==> src/rtl/serializer_pkg.sv <==
// Shared types and constants for the parallel-to-serial converter.
// The FSM has exactly two states; the default word width lives here so the top and bench agree.
package serializer_pkg;

  typedef enum logic {
    IDLE  = 1'b0,
    SHIFT = 1'b1
  } state_t;

  localparam int DEFAULT_WIDTH = 8;

endpackage : serializer_pkg

==> src/rtl/bit_cnt.sv <==
// Bit-position counter for the serializer: counts 0..WIDTH-1 and flags the last position.
// Saturates at the terminal count so it can never step past WIDTH-1.
module bit_cnt #(
  parameter int WIDTH = 8,
  parameter int CW    = $clog2(WIDTH)
) (
  input  logic          clk,
  input  logic          rst,
  input  logic          i_clear,
  input  logic          i_en,
  output logic [CW-1:0] o_cnt,
  output logic          o_tc
);

  localparam logic [CW-1:0] LAST = CW'(WIDTH - 1);

  logic [CW-1:0] r_cnt;

  // NOTE: sequential state uses non-blocking (<=) so every flop samples pre-edge values.
  always_ff @(posedge clk) begin
    if (rst || i_clear) begin
      r_cnt <= '0;
    end else if (i_en && (r_cnt != LAST)) begin
      r_cnt <= r_cnt + 1'b1;
    end
  end

  assign o_cnt = r_cnt;
  assign o_tc  = (r_cnt == LAST);

endmodule : bit_cnt

==> src/rtl/bit_serializer.sv <==
// Parallel-to-serial converter with a valid/ready word interface and a registered bit stream.
// A new word may be loaded on the last-bit cycle so consecutive words stream without a gap.
module bit_serializer
  import serializer_pkg::*;
#(
  parameter int WIDTH     = DEFAULT_WIDTH,
  parameter bit MSB_FIRST = 1'b1
) (
  input  logic             clk,
  input  logic             rst,
  input  logic [WIDTH-1:0] din,
  input  logic             din_valid,
  output logic             din_ready,
  output logic             q_out,
  output logic             q_valid,
  output logic             busy
);

  localparam int CW = $clog2(WIDTH);

  state_t           r_state;
  logic [WIDTH-1:0] r_shreg;
  logic             r_q_out;
  logic             r_q_valid;
  logic             r_busy;

  logic [CW-1:0]    w_cnt;
  logic             w_tc;
  logic             w_last;
  logic             w_xfer;
  logic [WIDTH-1:0] w_shreg_next;

  function automatic logic head_bit(input logic [WIDTH-1:0] v);
    return MSB_FIRST ? v[WIDTH-1] : v[0];
  endfunction

  assign w_last       = (r_state == SHIFT) && w_tc;
  assign din_ready    = (r_state == IDLE) || w_last;
  assign w_xfer       = din_valid && din_ready;
  assign w_shreg_next = MSB_FIRST ? (r_shreg << 1) : (r_shreg >> 1);

  // The counter restarts on every load and when the word finishes without a successor.
  bit_cnt #(
    .WIDTH (WIDTH),
    .CW    (CW)
  ) u_bit_cnt (
    .clk     (clk),
    .rst     (rst),
    .i_clear (w_xfer || w_last),
    .i_en    (r_state == SHIFT),
    .o_cnt   (w_cnt),
    .o_tc    (w_tc)
  );

  // Reset outranks a transfer presented on the same edge.
  always_ff @(posedge clk) begin
    if (rst) begin
      r_state   <= IDLE;
      r_shreg   <= '0;
      r_q_out   <= 1'b0;
      r_q_valid <= 1'b0;
      r_busy    <= 1'b0;
    end else if (w_xfer) begin
      r_state   <= SHIFT;
      r_shreg   <= din;
      r_q_out   <= head_bit(din);
      r_q_valid <= 1'b1;
      r_busy    <= 1'b1;
    end else if (w_last) begin
      r_state   <= IDLE;
      r_shreg   <= '0;
      r_q_out   <= 1'b0;
      r_q_valid <= 1'b0;
      r_busy    <= 1'b0;
    end else if (r_state == SHIFT) begin
      r_shreg   <= w_shreg_next;
      r_q_out   <= head_bit(w_shreg_next);
    end
  end

  assign q_out   = r_q_out;
  assign q_valid = r_q_valid;
  assign busy    = r_busy;

endmodule : bit_serializer
==> config.mk <==
export PLATFORM = sky130hd
export DESIGN_NAME = bit_serializer
export DESIGN_NICKNAME = d
export VERILOG_FILES = /design/src/rtl/serializer_pkg.sv /design/src/rtl/bit_cnt.sv /design/src/rtl/bit_serializer.sv
export SDC_FILE = /design/constraint.sdc
export NUM_CORES = 1
export LEC_CHECK = 0
export CAP_MARGIN = 15
export CORE_UTILIZATION = 41
export DETAILED_ROUTE_END_ITERATION = 7
export GPL_ROUTABILITY_DRIVEN = 0
export PLACE_DENSITY = 0.71
export SETUP_SLACK_MARGIN = 0.15
export SLEW_MARGIN = 0
export SYNTH_ARGS = -nofsm -noshare
export SYNTH_HDL_FRONTEND = slang
export SYNTH_SLANG_ARGS = --single-unit
==> constraint.sdc <==
create_clock -name clk -period 1.7 [get_ports clk]
set_clock_uncertainty 0.15 [all_clocks]
set_input_delay 0.17 -clock clk [delete_from_list [all_inputs] [get_ports clk]]
set_output_delay 0.17 -clock clk [all_outputs]
set_load 0.05 [all_outputs]
## Yosys cells after proc, flatten, opt, wreduce, memory -nomap -nowiden

Cells that the tools add are included.

- Input port bits: 11
- Flip-flop bits (word level): 12
- Logic and storage cells: 24
- Output and inout bits: 4

- Reductions and logical operators: 8
- Add/subtract/negate cells: 1
- Equal/unequal tests: 2
- Bitwise logic cells: 1
- Muxes and demuxes: 8

Operator list:

| operator | count |
|---|---|
| $mux W7 | 3 |
| $mux W1 | 5 |
| $add A3 B1 Y3 const B | 1 |
| $eq A3 B3 Y1 const B | 1 |
| $logic_and A1 B1 Y1 | 3 |
| $logic_or A1 B1 Y1 | 3 |
| $ne A3 B3 Y1 const B | 1 |
| $reduce_bool A3 Y1 | 1 |
| $reduce_bool A2 Y1 | 1 |
| $not A1 Y1 | 1 |

## Logic depth before layout (Yosys ltp)

- Depth in word-level cells: 6
- Mapped depth: 6
- Gate-level depth less buffers: 5

## Modules after synthesis

A second synthesis with hierarchy kept.

- Cell total of the unflattened synthesis: 69
- Area, all modules: 694.4 um^2

Modules (own cells, without submodules):

| module | area an instance (um^2) | times used | cells an instance | seq. area each (um^2) |
|---|---|---|---|---|
| bit_serializer | 551.8 | 1 | 57 | 180.2 |
| bit_cnt | 142.6 | 1 | 12 | 60.1 |

## Least setup slack after synthesis

OpenSTA, ideal clock, no wires.

- Path type: register -> register
- From: register u_bit_cnt.r_cnt[0], in the netlist u_bit_cnt.o_cnt[0]
- To: register r_q_out, in the netlist q_out
- Stages on the path, launching flop included: 7
- Period minus slack after synthesis: 1.596 ns
- Setup slack: 0.104 ns
- Setup time: 0.132 ns
- Buffers on the path: 1
- Required time: 1.418 ns
- Arrival time: 1.315 ns
- Path through: dfxtp_1 ha_1 ha_1 and2_1 buf_6 a222oi_1 nor3_1

- Word-level cells in the longest chain between the ends: 5
- Elaborated cells on any way between the ends: 7
- Classes of those cells: 1 x eq/ne; 2 x mux; 4 x reduce/logical

RTL lines:

| element | line | source |
|---|---|---|
| start: declaration | bit_cnt.sv:17 | `logic [CW-1:0] r_cnt;` |
| start signal: assignment | bit_cnt.sv:24 | `r_cnt <= r_cnt + 1'b1;` |
| $eq A3 B3 Y1 * | bit_cnt.sv:29 | `assign o_tc = (r_cnt == LAST);` |
| $logic_and A1 B1 Y1 * | bit_serializer.sv:37 | `assign w_last = (r_state == SHIFT) && w_tc;` |
| $logic_or A1 B1 Y1 | bit_serializer.sv:38 | `assign din_ready = (r_state == IDLE) \|\| w_last;` |
| $logic_and A1 B1 Y1 | bit_serializer.sv:39 | `assign w_xfer = din_valid && din_ready;` |
| $reduce_bool A3 Y1 (no source line) or $mux W1 (tied branches) | n/a |  |
| end signal: assignment | bit_serializer.sv:66 | `r_q_out <= head_bit(din);` |
| end signal: assignment | bit_serializer.sv:77 | `r_q_out <= head_bit(w_shreg_next);` |
| end: declaration | bit_serializer.sv:23 | `logic r_q_out;` |

Every way passes the cells marked *; elsewhere a longest branch is shown, timed or not.
A chain may end at the register's enable or synchronous reset.

## Worst setup path in the final report

- From: register u_bit_cnt.r_cnt[0], in the netlist u_bit_cnt.o_cnt[0]
- To: output port din_ready

- Word-level cells in the longest chain between the ends: 3

RTL lines:

| element | line | source |
|---|---|---|
| $eq A3 B3 Y1 | bit_cnt.sv:29 |  |
| $logic_and A1 B1 Y1 | bit_serializer.sv:37 |  |
| $logic_or A1 B1 Y1 | bit_serializer.sv:38 |  |
| end: declaration | bit_serializer.sv:13 | `output logic din_ready,` |

Every way passes these cells.

==> flow_metrics.env <==
export IMPL_status="completed"
export IMPL_path_cells="ha_4 > ha_4 > nor2b_4 > inv_2 > buf_8"
export IMPL_setup_viol=0
export IMPL_clk_latency_ps=280
export IMPL_synth_area_um2=601
export IMPL_routed_via_count=547
export IMPL_worstSetupEndpointType="primary output"
export IMPL_yosysTopAreaCellShare_pct=40.0
export IMPL_die_w_um=40.3
export IMPL_drt_initial_drc_count=32
export IMPL_grt_pass1_wl_um=2140
export IMPL_cts_sinks=12
export IMPL_via_per_inst=5.58
export IMPL_rsz0062_at_grt="yes"
export IMPL_critical_path_max_stage_delay_ps=350
export IMPL_hold_class="flop to flop"
export IMPL_synth_edf_count=0
export IMPL_yosysSeqAreaShare_pct=40.0
export IMPL_cp_common_cell="ha_4"
export IMPL_drtPass1Iterations=4
export IMPL_ir_worst_vdd_mv=0.611
export IMPL_clock_fmax_mhz=605
export IMPL_die_area_um2=1620
export IMPL_area_delta_synth_final_pct=36.7
export IMPL_crit_path_max_fanout=5
export IMPL_async_flop_share_pct=0
export IMPL_required_ps=1380
export IMPL_netlist_instances=65
export IMPL_slew_violations=0
export IMPL_syn_num_nets=78
export IMPL_clockBufferDepth=2
export IMPL_start_kind="flop"
export IMPL_stdcell_count=98
export IMPL_cap_violations=0
export IMPL_h_tree_depth=1
export IMPL_cts_hold_buf=0
export IMPL_first_global_vias=439
export IMPL_post_place_cells=90
export IMPL_cts_inserted_buffers=3
export IMPL_grt_usage_pct=20.7
export IMPL_period_share_pct=97.3
export IMPL_wl_per_cell_um=14.4
export IMPL_cts_tree="yes"
export IMPL_power_density_nw_per_um2=853
export IMPL_netlist_top_cell_by_area="dfxtp_1"
export IMPL_start_util_pct=45.0
export IMPL_synth_flop_cell="dfxtp_1"
export IMPL_port_buffers=14
export IMPL_synth_warnings=0
export IMPL_fin_nets=97
export IMPL_critPathSlowestCell="dfxtp_2"
export IMPL_ys_seq_elements=12
export IMPL_ant_nets=0
export IMPL_synth_most_common_cell="nor2_1"
export IMPL_worst_pin_slew_ps=469
export IMPL_grt_max_degree=13
export IMPL_root_buffer="clkbuf_4"
export IMPL_drive_gt1_share_pct=27.7
export IMPL_final_setup_tns_ps=0
export IMPL_syn_avg_cell_area_um2=9.24
export IMPL_rows=13
export IMPL_clk_pin_slew_worst_paths_ps=80
export IMPL_insertedDiodeCount=0
export IMPL_fin_crit_ps=1650
export IMPL_rrSetupSlack_ps=150
export IMPL_antenna_found_initial=0
export IMPL_setup_worst_path_class="flop to primary output"
export IMPL_power_leakage_nw=0.354
export IMPL_relSlewSlack_pct=68.6
export IMPL_grt_ovfl_total=0
export IMPL_yosys_top_cells_area="dfxtp_1 40%, a222oi_1 12%, nor2_1 8.8%, nand2b_1 6.3%, nor3_1 5.8%"
export IMPL_cp_data_arrival_time_ps=1330
export IMPL_fp_dieH_um=40.3
export IMPL_synth_common_cells="14 x nor2_1, 12 x dfxtp_1, 7 x a222oi_1, 7 x nor3_1, 6 x nand2b_1"
export IMPL_hold_viol=0
export IMPL_yosysUniqueCellTypes=17
export IMPL_dpl_hpwl_um=853
export IMPL_drt_total_wl_um=1410
export IMPL_core_area_um2=1330
export IMPL_io_pins=15
export IMPL_drc_errors=0
-- cells by family after synthesis --
logic type,after synthesis,share of synthesized area [%]
adders and majority gates,2,4.17
buffers and inverters,8,9.38
and+or+nand+nor,31,27.5
DFF,12,40.0
AOI/OAI and AO/OA,10,15.4
muxes,2,3.54
-- cell type report --
type,instances,area [um2]
clock buffer,4,36.3
fill,126,513
inverter,2,7.51
multi-input combinational,45,332
sequential,12,244
tap,15,18.8
timing repair buffer,20,183
-- worst max-delay path: cells and delay by family, from the launching register on --
family,cells,cell delay (ps)
buf+inv,2,200
simple gates,1,170
fa+ha+maj,2,330
flops,1,350
-- repair_timing --
item,in CTS,in global routing
gates resized for setup,7,0
gates cloned,0,0
pin swaps,0,10
setup buffers,4,0
endpoints found under the setup margin,4,7
-- layer usage --
layer / GRT usage [%] / wire length, um / vias to the layer above
met5: 0 / 0 / -
met1: 26.2 / 638 / 255
met4: 7.50 / 14 / 0
met3: 6.67 / 80 / 2
met2: 32.7 / 678 / 19
li1: - / - / 271
-- placed cells by master (no fill, tap or decap), types with 2 or more instances in the layout --
cell,netlist,routed
a222oi_1,7,7
a22oi_1,3,3
buf_4,1,9
clkbuf_4,0,3
clkdlybuf4s50_1,0,10
dfxtp_1,12,9
dfxtp_2,0,3
ha_4,0,2
nand2b_1,6,6
nor2_1,14,14
nor3_1,7,7
-- final timing paths --
kind,depth (start not counted),start,to
max,5,u_bit_cnt.o_cnt[0]$_SDFFE_PP0P_,din_ready
min,2,q_out$_SDFFE_PP0P_,q_out$_SDFFE_PP0P_
max reg2reg,6,u_bit_cnt.o_cnt[0]$_SDFFE_PP0P_,r_shreg[3]$_SDFFE_PP0P_
min reg2reg,2,q_out$_SDFFE_PP0P_,q_out$_SDFFE_PP0P_
-- power breakdown --
part / total, W / leakage (nW) / switching (W) / internal (W)
clock network: 0.000237 / 0.0210 / 0.000106 / 0.000130
registers: 0.000314 / 0.100 / 0.0000133 / 0.000301
logic: 0.000150 / 0.233 / 0.0000760 / 0.0000738
total: 0.000700 / 0.354 / 0.000196 / 0.000505
-- registers in the layout, indices dropped and copies added, names as in the netlist --
| signal | count |
|---|---|
| busy | 1 |
| q_out | 1 |
| r_shreg | 7 |
| u_bit_cnt.o_cnt | 3 |
-- metrics by stage --
step	worst slack, ps	utilization, %	instance area (um2)	hold slack, ps	total power (W)
floorplan	151	-	609	99.3	0.000407
finish	46.6	61.5	821	345	0.000700
global placement	104	54.3	724	331	0.000450
global route	-6.44	61.5	821	376	0.000738
detailed placement	70.6	54.3	724	334	0.000452
CTS	84.5	61.5	821	352	0.000699
Note: power is estimated with default switching activity, not from simulation.
